`src/rtl/mult_pkg.sv`:
```
// Shared constants and state encoding for the 8x8 shift-add multiplier.
package mult_pkg;
  localparam int OP_W  = 8;
  localparam int ITERS = 8;
  localparam int CNT_W = $clog2(ITERS);
  localparam int ACC_W = 2 * OP_W + 1;

  typedef enum logic [1:0] {
    IDLE = 2'b00,
    CALC = 2'b01,
    DONE = 2'b10
  } state_e;
endpackage

```
`src/rtl/mult_datapath.sv`:
```
// Operand register, 17-bit {carry,acc} accumulator, adder and product register.
module mult_datapath
  import mult_pkg::*;
(
  input  logic              clk,
  input  logic              rst_n,
  input  logic              load_i,
  input  logic              step_i,
  input  logic              capture_i,
  input  logic [OP_W-1:0]   a_i,
  input  logic [OP_W-1:0]   b_i,
  output logic [2*OP_W-1:0] product_o
);
  logic [OP_W-1:0]   operand_q, operand_d;
  logic [ACC_W-1:0]  acc_q, acc_d;
  logic [2*OP_W-1:0] product_q, product_d;
  logic [OP_W:0]     sum;

  always_comb begin
    operand_d = operand_q;
    acc_d     = acc_q;
    product_d = product_q;
    sum       = {1'b0, acc_q[2*OP_W-1:OP_W]} + (acc_q[0] ? {1'b0, operand_q} : '0);
    if (load_i) begin
      operand_d = a_i;
      acc_d     = {1'b0, {OP_W{1'b0}}, b_i};
    end else if (step_i) begin
      // Add into the upper half, then shift the whole 17-bit word right.
      acc_d = {1'b0, sum, acc_q[OP_W-1:1]};
    end
    // Capture shares the edge of the final step, so take the post-step value.
    if (capture_i) product_d = acc_d[2*OP_W-1:0];
  end

  always_ff @(posedge clk or negedge rst_n) begin
    if (!rst_n) begin
      operand_q <= '0;
      acc_q     <= '0;
      product_q <= '0;
    end else begin
      operand_q <= operand_d;
      acc_q     <= acc_d;
      product_q <= product_d;
    end
  end

  assign product_o = product_q;
endmodule

```
`src/rtl/mult_unit.sv`:
```
// Sequential 8x8 unsigned multiplier: IDLE -> CALC (8 steps) -> DONE -> IDLE.
module mult_unit
  import mult_pkg::*;
(
  input  logic              clk,
  input  logic              reset,
  input  logic              start,
  input  logic [OP_W-1:0]   multiplicand,
  input  logic [OP_W-1:0]   multiplier,
  output logic [2*OP_W-1:0] product,
  output logic              valid,
  output logic              busy
);
  state_e           state_q;
  logic [CNT_W-1:0] cnt_q;
  logic             valid_q, busy_q;
  logic             load, step, capture;

  assign load    = (state_q == IDLE) && start;
  assign step    = (state_q == CALC);
  assign capture = step && (cnt_q == CNT_W'(ITERS - 1));

  always_ff @(posedge clk or negedge reset) begin
    if (!reset) begin
      state_q <= IDLE;
      cnt_q   <= '0;
      valid_q <= 1'b0;
      busy_q  <= 1'b0;
    end else begin
      case (state_q)
        IDLE: if (start) begin
          state_q <= CALC;
          cnt_q   <= '0;
          busy_q  <= 1'b1;
        end
        CALC: begin
          cnt_q <= cnt_q + 1'b1;
          if (capture) begin
            state_q <= DONE;
            valid_q <= 1'b1;
          end
        end
        DONE: begin
          state_q <= IDLE;
          valid_q <= 1'b0;
          busy_q  <= 1'b0;
        end
        default: begin
          state_q <= IDLE;
          valid_q <= 1'b0;
          busy_q  <= 1'b0;
        end
      endcase
    end
  end

  mult_datapath u_dp (
    .clk       (clk),
    .rst_n     (reset),
    .load_i    (load),
    .step_i    (step),
    .capture_i (capture),
    .a_i       (multiplicand),
    .b_i       (multiplier),
    .product_o (product)
  );

  assign valid = valid_q;
  assign busy  = busy_q;
endmodule

```
`config.mk`:
```
export PLATFORM = sky130hd
export DESIGN_NAME = mult_unit
export DESIGN_NICKNAME = d
export VERILOG_FILES = /design/src/rtl/mult_pkg.sv /design/src/rtl/mult_datapath.sv /design/src/rtl/mult_unit.sv
export SDC_FILE = /design/constraint.sdc
export NUM_CORES = 1
export LEC_CHECK = 0
export ABC_AREA = 1
export BUFFER_PORTS_ARGS = -buffer_cell sky130_fd_sc_hd__clkbuf_2
export CAP_MARGIN = 20
export CORE_MARGIN = 2
export CORE_UTILIZATION = 30
export DETAILED_ROUTE_END_ITERATION = 8
export GPL_TIMING_DRIVEN = 0
export PLACE_DENSITY = 0.51
export SLEW_MARGIN = 20
export SYNTH_ARGS = -nofsm -noshare
export SYNTH_HDL_FRONTEND = slang
export SYNTH_SLANG_ARGS = --single-unit
```
`constraint.sdc`:
```
create_clock -name clk -period 5.39 [get_ports clk]
set_input_delay 1.078 -clock clk [delete_from_list [all_inputs] [get_ports clk]]
set_output_delay 1.078 -clock clk [all_outputs]
set_load 0.02 [all_outputs]
```
==> impl_metrics.py, run 1 <==
metrics = {
    "synth": {
        "synthCells": 271,
        "seq_area_frac_synth_pct": 52.0,
        "synth_top_cell_by_area": "dfrtp_1",
        "synth_top_family_by_area": "simple AND/OR/NAND/NOR gates",
        "synthSimpleGateAreaFrac_pct": 26.4,
        "ys_ff_latch": 47,
        "synth-xor-area-share_pct": 0.775,
        "synth_mux_area_share_pct": 0,
        "yosysTopAreaCellShare_pct": 52.0,
        "synthAdderAreaFrac_pct": 6.42,
        "syn_nets": 301,
        "yosys_warnings": 0,
        "ys_types": 26,
        "synth_compound_gate_area_share_pct": 6.92,
        "postSynthAreaPerCell_um2": 8.34,
        "yosys-top-cells-area": "dfrtp_1 (52%), nand2_1 (19%), ha_1 (5.5%), inv_1 (5.0%), nand3_1 (2.9%)",
        "syn-cell-area_um2": 2260,
    },
    "clock_tree": {
        "post_cts_buffers": 0,
        "cts_resized": 0,
        "cts_hold_buf": 0,
        "path_clk_slew_ps": 90,
        "cts.sinks": 47,
        "root_buffer": "clkbuf_8",
        "numCtsBuffers": 5,
        "htree_num_levels": 2,
        "clock_path_buffers": 2,
        "cts_tree": "yes",
        "clk_latency_ps": 300,
    },
    "global_route": {
        "antenna_found_initial": 0,
        "busiest_layer": "met2",
        "met3_usage_pct": 3.17,
        "grt_max_degree": 48,
        "grt_overflow_total": 0,
        "grt_pass1_wl_um": 8800,
        "grt_pass1_vias": 1913,
        "met2_usage_pct": 20.8,
        "grt_use_met1_pct": 18.5,
        "grt.total_usage_pct": 13.3,
    },
    "min_path": {
        "min_path_cells": 2,
        "holdCritStartpoint": "u_dp.operand_q[2]",
        "hold_class": "reg2reg",
        "hold_end": "u_dp.operand_q[2]",
    },
    "sta": {
        "fin_crit_sh_pct": 44.9,
        "clock_skew_ps": 5.62,
        "final-setup-viol-count": 0,
        "rsz0062_at_grt": "false",
        "fmax_ghz": 0.413,
        "setup_ws_ps": 2970,
        "slew_violations": 0,
        "period_needed_ps": 2420,
        "max_slew.worst_pin.slew_ps": 652,
        "max_slew_margin_pct": 56.5,
        "hold_viol_final": 0,
        "final.setup.tns_ps": 0,
        "hold_slack_ps": 477,
    },
    "power_and_ir_drop": {
        "powerDensity_nw_per_um2": 588,
        "vdd.ir_drop.worst_mv": 0.152,
        "leakagePower_nw": 1.53,
    },
    "worst_setup_path": {
        "path_cells": "clkbuf_1, nand2_1, inv_1, ha_1, inv_1, fa_1, o21ai_0, nand2_1, nand2_1, nand2_1, nand3_1, o21ai_0",
        "reg2reg_slack_ps": 2970,
        "r2r_start": "u_dp.acc_q[0]",
        "rr_endpoint": "u_dp.acc_q[13]",
        "worstPathMaxFanout": 9,
        "cpPeakStageDelay_ps": 410,
        "startpoint_type": "flip-flop",
        "end_kind": "flip-flop",
        "cp_data_arrival_time_ps": 2600,
        "crit_top_cell": "nand2_1",
        "critical_path_required_ps": 5570,
        "ff2ff_path_depth": 12,
        "crit_slowest_cell": "fa_1",
        "crit_type": "reg2reg",
    },
    "route": {
        "first_iter_violations": 118,
        "ant_nets": 0,
        "routed_via_density": 4.36,
        "first_pass_iters": 4,
        "postRouteWirelength_um": 4960,
        "drcViolationCount": 0,
        "wire_per_inst_um": 12.0,
        "via_count": 1806,
    },
    "cells_and_area": {
        "final_layout_size_suffix_gt1_share_pct": 19.0,
        "fillers": 807,
        "nNetsFinal": 344,
        "area_growth_pct": 18.8,
        "num_antenna_cells": 0,
    },
    "placement": {
        "port_buffers": 36,
        "place_ws_ps": 3010,
        "gp_congestion": 0.807,
        "dp.final_hpwl_um": 3580,
    },
    "floorplan": {
        "die_h_um": 90.8,
        "chipWidth_um": 90.8,
        "rows": 31,
        "start_util_pct": 31.0,
        "dieArea_um2": 8240,
        "io_pins": 37,
        "core_region_area_um2": 7290,
    },
    "flow_run": {
        "cap_violations": 0,
    },
    "run_status": {
        "status": "complete, no violations",
    },
}
-- layout by cell type (no fill, tap or decap), types with 4 or more instances in the layout --
cell type	n
nand2_1	117
dfrtp_1	47
clkbuf_2	35
inv_1	30
nand3_1	13
ha_1	10
a21oi_1	7
o21ai_0	6
clkbuf_8	6
nor2_1	5
inv_2	4
nand4_1	4
o211ai_1	4
-- power breakdown --
| group | leakage, nW | internal, mW | switching (mW) |
|---|---|---|---|
| Clock | 0.0612 | 0.150 | 0.121 |
| Sequential | 0.587 | 0.514 | 0.0786 |
| Combinational | 0.878 | 0.260 | 0.455 |
-- registers in the layout (all words and copies together), names as in the netlist --
| register | flops |
|---|---|
| valid | 1 |
| u_dp.product_o | 16 |
| u_dp.acc_q | 16 |
| u_dp.operand_q | 8 |
| cnt_q | 3 |
| busy | 1 |
| state_q | 2 |
-- synthesized netlist by cell type, drive strengths merged --
cell type,n
o22ai,1
a211oi,1
fa,1
nor2,6
inv,34
xor2,2
or2,2
ha,10
o221ai,2
a21oi,7
clkbuf,1
nand4,4
a22o,2
buf,6
nand3,13
dfrtp,47
o211ai,4
a21o,1
o21ai,7
nand2,120
-- how the worst max path moves through the flow --
stage | cells past startpoint | endpoint | start
floorplan | 12 | u_dp.acc_q[13] | u_dp.acc_q[0]
CTS | 12 | u_dp.acc_q[13] | u_dp.acc_q[0]
global placement | 12 | u_dp.acc_q[13] | u_dp.acc_q[0]
global route | 12 | u_dp.acc_q[13] | u_dp.acc_q[0]
finish | 12 | u_dp.acc_q[13] | u_dp.acc_q[0]
detailed placement | 12 | u_dp.acc_q[13] | u_dp.acc_q[0]
-- layer usage --
metal	vias up	wire length [µm]
met3	7	147
met1	837	2510
met4	0	58
met5	-	0
li1	936	-
met2	26	2240
-- critical path: cells and delay by family (launching register included) --
family / cells / cell delay, ps
flip-flops: 1 / 330
buffers and inverters: 3 / 520
AND/OR/NAND/NOR: 5 / 450
adder cells (fa/ha/maj): 2 / 580
AO/OA/AOI/OAI: 2 / 420
-- layout make-up --
cell class                      count  area [µm²]  area share (%)
Clock buffer                        6        82.6            3.08
Sequential cell                    47        1180            43.8
Inverter                           34         128            4.76
Timing Repair Buffer               36         183            6.81
Tap cell                           99         124            4.62
Multi-Input combinational cell    183         915            34.1
Buffer                              7        41.3            1.54
Clock inverter                      2        35.0            1.31
-- stage by stage --
step	cells	utilization [%]	cell area [µm²]	total power, mW
6_report	414	36.8	2680	1.58
5_1_grt	414	36.8	2680	1.74
2_1_floorplan	271	-	2260	1.12
3_5_place_dp	406	35.2	2570	1.32
4_1_cts	414	36.8	2680	1.60
3_3_place_gp	406	35.2	2560	1.31
-- logic make-up (layout without fill, tap and decap cells) --
logic type,after synthesis,count (layout)
xor gates and xnor gates,2,2
buffers and inverters,41,85
AOI/OAI and AO/OA,25,25
and+or+nand+nor,145,145
DFF,47,47
adders and majority gates,11,11
No activity file was read; power rests on OpenSTA's default activity.
==> inputs of run 2 (changes only) <==
PLACE_DENSITY = 0.53   (was 0.51)
clock period = 2 ns   (was 5.39 ns; I/O delays follow)
==> impl_metrics.py, run 2 (synthesis results as in run 1) <==
metrics = {
    "cells_and_area": {
        "layout_common_cells": "nand2_1 (116), dfrtp_1 (46), clkbuf_2 (35)",
        "final_common_cell": "nand2_1",
        "nNetsFinal": 345,
        "final_layout_size_suffix_gt1_share_pct": 20.6,
        "stdcell_area_um2": 2700,
        "fin_util_pct": 37.0,
        "area_growth_pct": 19.4,
        "num_antenna_cells": 0,
    },
    "global_route": {
        "grt_overflow_total": 0,
        "grt_max_degree": 48,
        "grt_pass1_vias": 1861,
        "antenna_found_initial": 0,
        "grt.total_usage_pct": 13.0,
        "grt_pass1_wl_um": 8620,
    },
    "sta": {
        "slew_violations": 0,
        "rsz0062_at_grt": "false",
        "period_needed_ps": 1860,
        "clock_skew_ps": 6.98,
        "max_slew_margin_pct": 55.7,
        "fmax_ghz": 0.539,
        "fin_crit_sh_pct": 92.8,
        "final-setup-viol-count": 0,
        "hold_viol_final": 0,
        "max_slew.worst_pin.slew_ps": 665,
    },
    "worst_setup_path": {
        "worstPathMaxFanout": 6,
        "crit_slowest_cell": "dfrtp_2",
        "crit_type": "reg2reg",
        "cp_data_arrival_time_ps": 2030,
        "r2r_start": "u_dp.acc_q[0]",
        "crit_start": "u_dp.acc_q[0]",
        "end_kind": "flip-flop",
        "rr_endpoint": "u_dp.acc_q[13]",
        "path_cells": "buf_4, nand2_1, inv_1, ha_1, nand2_1, o21ai_2, nand2_1, nand2_1, nand2_1, nand3_1, o21ai_0",
        "critical_path_required_ps": 2170,
        "startpoint_type": "flip-flop",
        "endpoint": "u_dp.acc_q[13]",
        "ff2ff_path_depth": 11,
        "reg2reg_slack_ps": 140,
        "crit_top_cell": "nand2_1",
        "cpPeakStageDelay_ps": 450,
    },
    "power_and_ir_drop": {
        "powerDensity_nw_per_um2": 1580,
        "leakagePower_nw": 1.53,
        "vdd.ir_drop.worst_mv": 0.522,
    },
    "min_path": {
        "hold_class": "in2async",
    },
    "route": {
        "ant_nets": 0,
        "postRouteWirelength_um": 5050,
        "via_count": 1840,
        "first_iter_violations": 135,
        "drcViolationCount": 0,
        "routed_via_density": 4.44,
        "first_pass_iters": 4,
        "wire_per_inst_um": 12.2,
    },
    "flow_run": {
        "cap_violations": 0,
    },
    "placement": {
        "gp_congestion": 0.798,
        "dpl_cell_area_um2": 2570,
        "dp.final_hpwl_um": 3550,
        "port_buffers": 36,
    },
    "floorplan": {
        "chipWidth_um": 90.8,
        "io_pins": 37,
        "dieArea_um2": 8240,
        "die_h_um": 90.8,
        "core_region_area_um2": 7290,
        "rows": 31,
        "start_util_pct": 31.0,
    },
    "clock_tree": {
        "cts_tree": "yes",
        "clk_latency_ps": 290,
        "clock_path_buffers": 2,
        "htree_num_levels": 2,
        "numCtsBuffers": 5,
        "cts.sinks": 47,
        "path_clk_slew_ps": 80,
        "root_buffer": "clkbuf_8",
    },
    "run_status": {
        "status": "complete, no violations",
    },
}
## run 2: power breakdown
group	total (mW)	internal, mW	switching [mW]	leakage, nW
combinational	1.98	0.738	1.24	0.893
sequential	1.61	1.39	0.225	0.586
clock	0.674	0.367	0.307	0.0513
total	4.26	2.49	1.77	1.53
## run 2: layer usage
metal | GRT usage, % | wire (µm)
met2 | 20.7 | 2330
met1 | 17.7 | 2520
met4 | 3.54 | 44
met3 | 3.26 | 154
met5 | 0 | 0
## run 2: final cells by class
class	count	area (µm²)
fill	809	4590
sequential	47	1180
multi-input combinational	183	931
timing repair buffer	38	198
inverter	34	128
tap	99	124
clock buffer	6	72.6
buffer	6	37.5
clock inverter	1	30.0
## run 2: per-stage QoR
step / setup TNS [ps] / setup slack [ps] / power, mW / hold slack, ps / std cells
2_1_floorplan: 0 / 45.1 / 3.02 / 104 / 271
3_3_place_gp: -1940 / -361 / 3.53 / 461 / 406
3_5_place_dp: -2190 / -417 / 3.56 / 464 / 406
4_1_cts: 0 / 35.2 / 4.30 / 188 / 414
5_1_grt: 0 / 1.38 / 4.68 / 204 / 414
6_report: 0 / 143 / 4.26 / 158 / 414
## run 2: worst max-delay path, delay by kind of cell, from the launching register on
| family | cells | cell delay [ps] |
|---|---|---|
| AOI/OAI and AO/OA | 2 | 250 |
| adders and majority gates | 1 | 360 |
| buffers and inverters | 2 | 210 |
| DFF | 1 | 450 |
| and+or+nand+nor | 6 | 470 |
## run 2: worst min path at each step
stage | end | depth (start not counted)
final | u_dp.operand_q[3] | 1
after global routing | u_dp.product_o[14] | 1
after CTS | u_dp.product_o[3] | 1
after detailed placement | u_dp.operand_q[5] | 2
after global placement | u_dp.operand_q[1] | 2
after floorplan | busy | 0
## run 2: repair_timing
action | in CTS | in global routing
gates cloned | 0 | 0
hold buffers | 0 | 0
buffers inserted | 2 | 0
gates resized for setup | 2 | 5
setup endpoints to repair | 11 | 10
pin swaps | 0 | 2
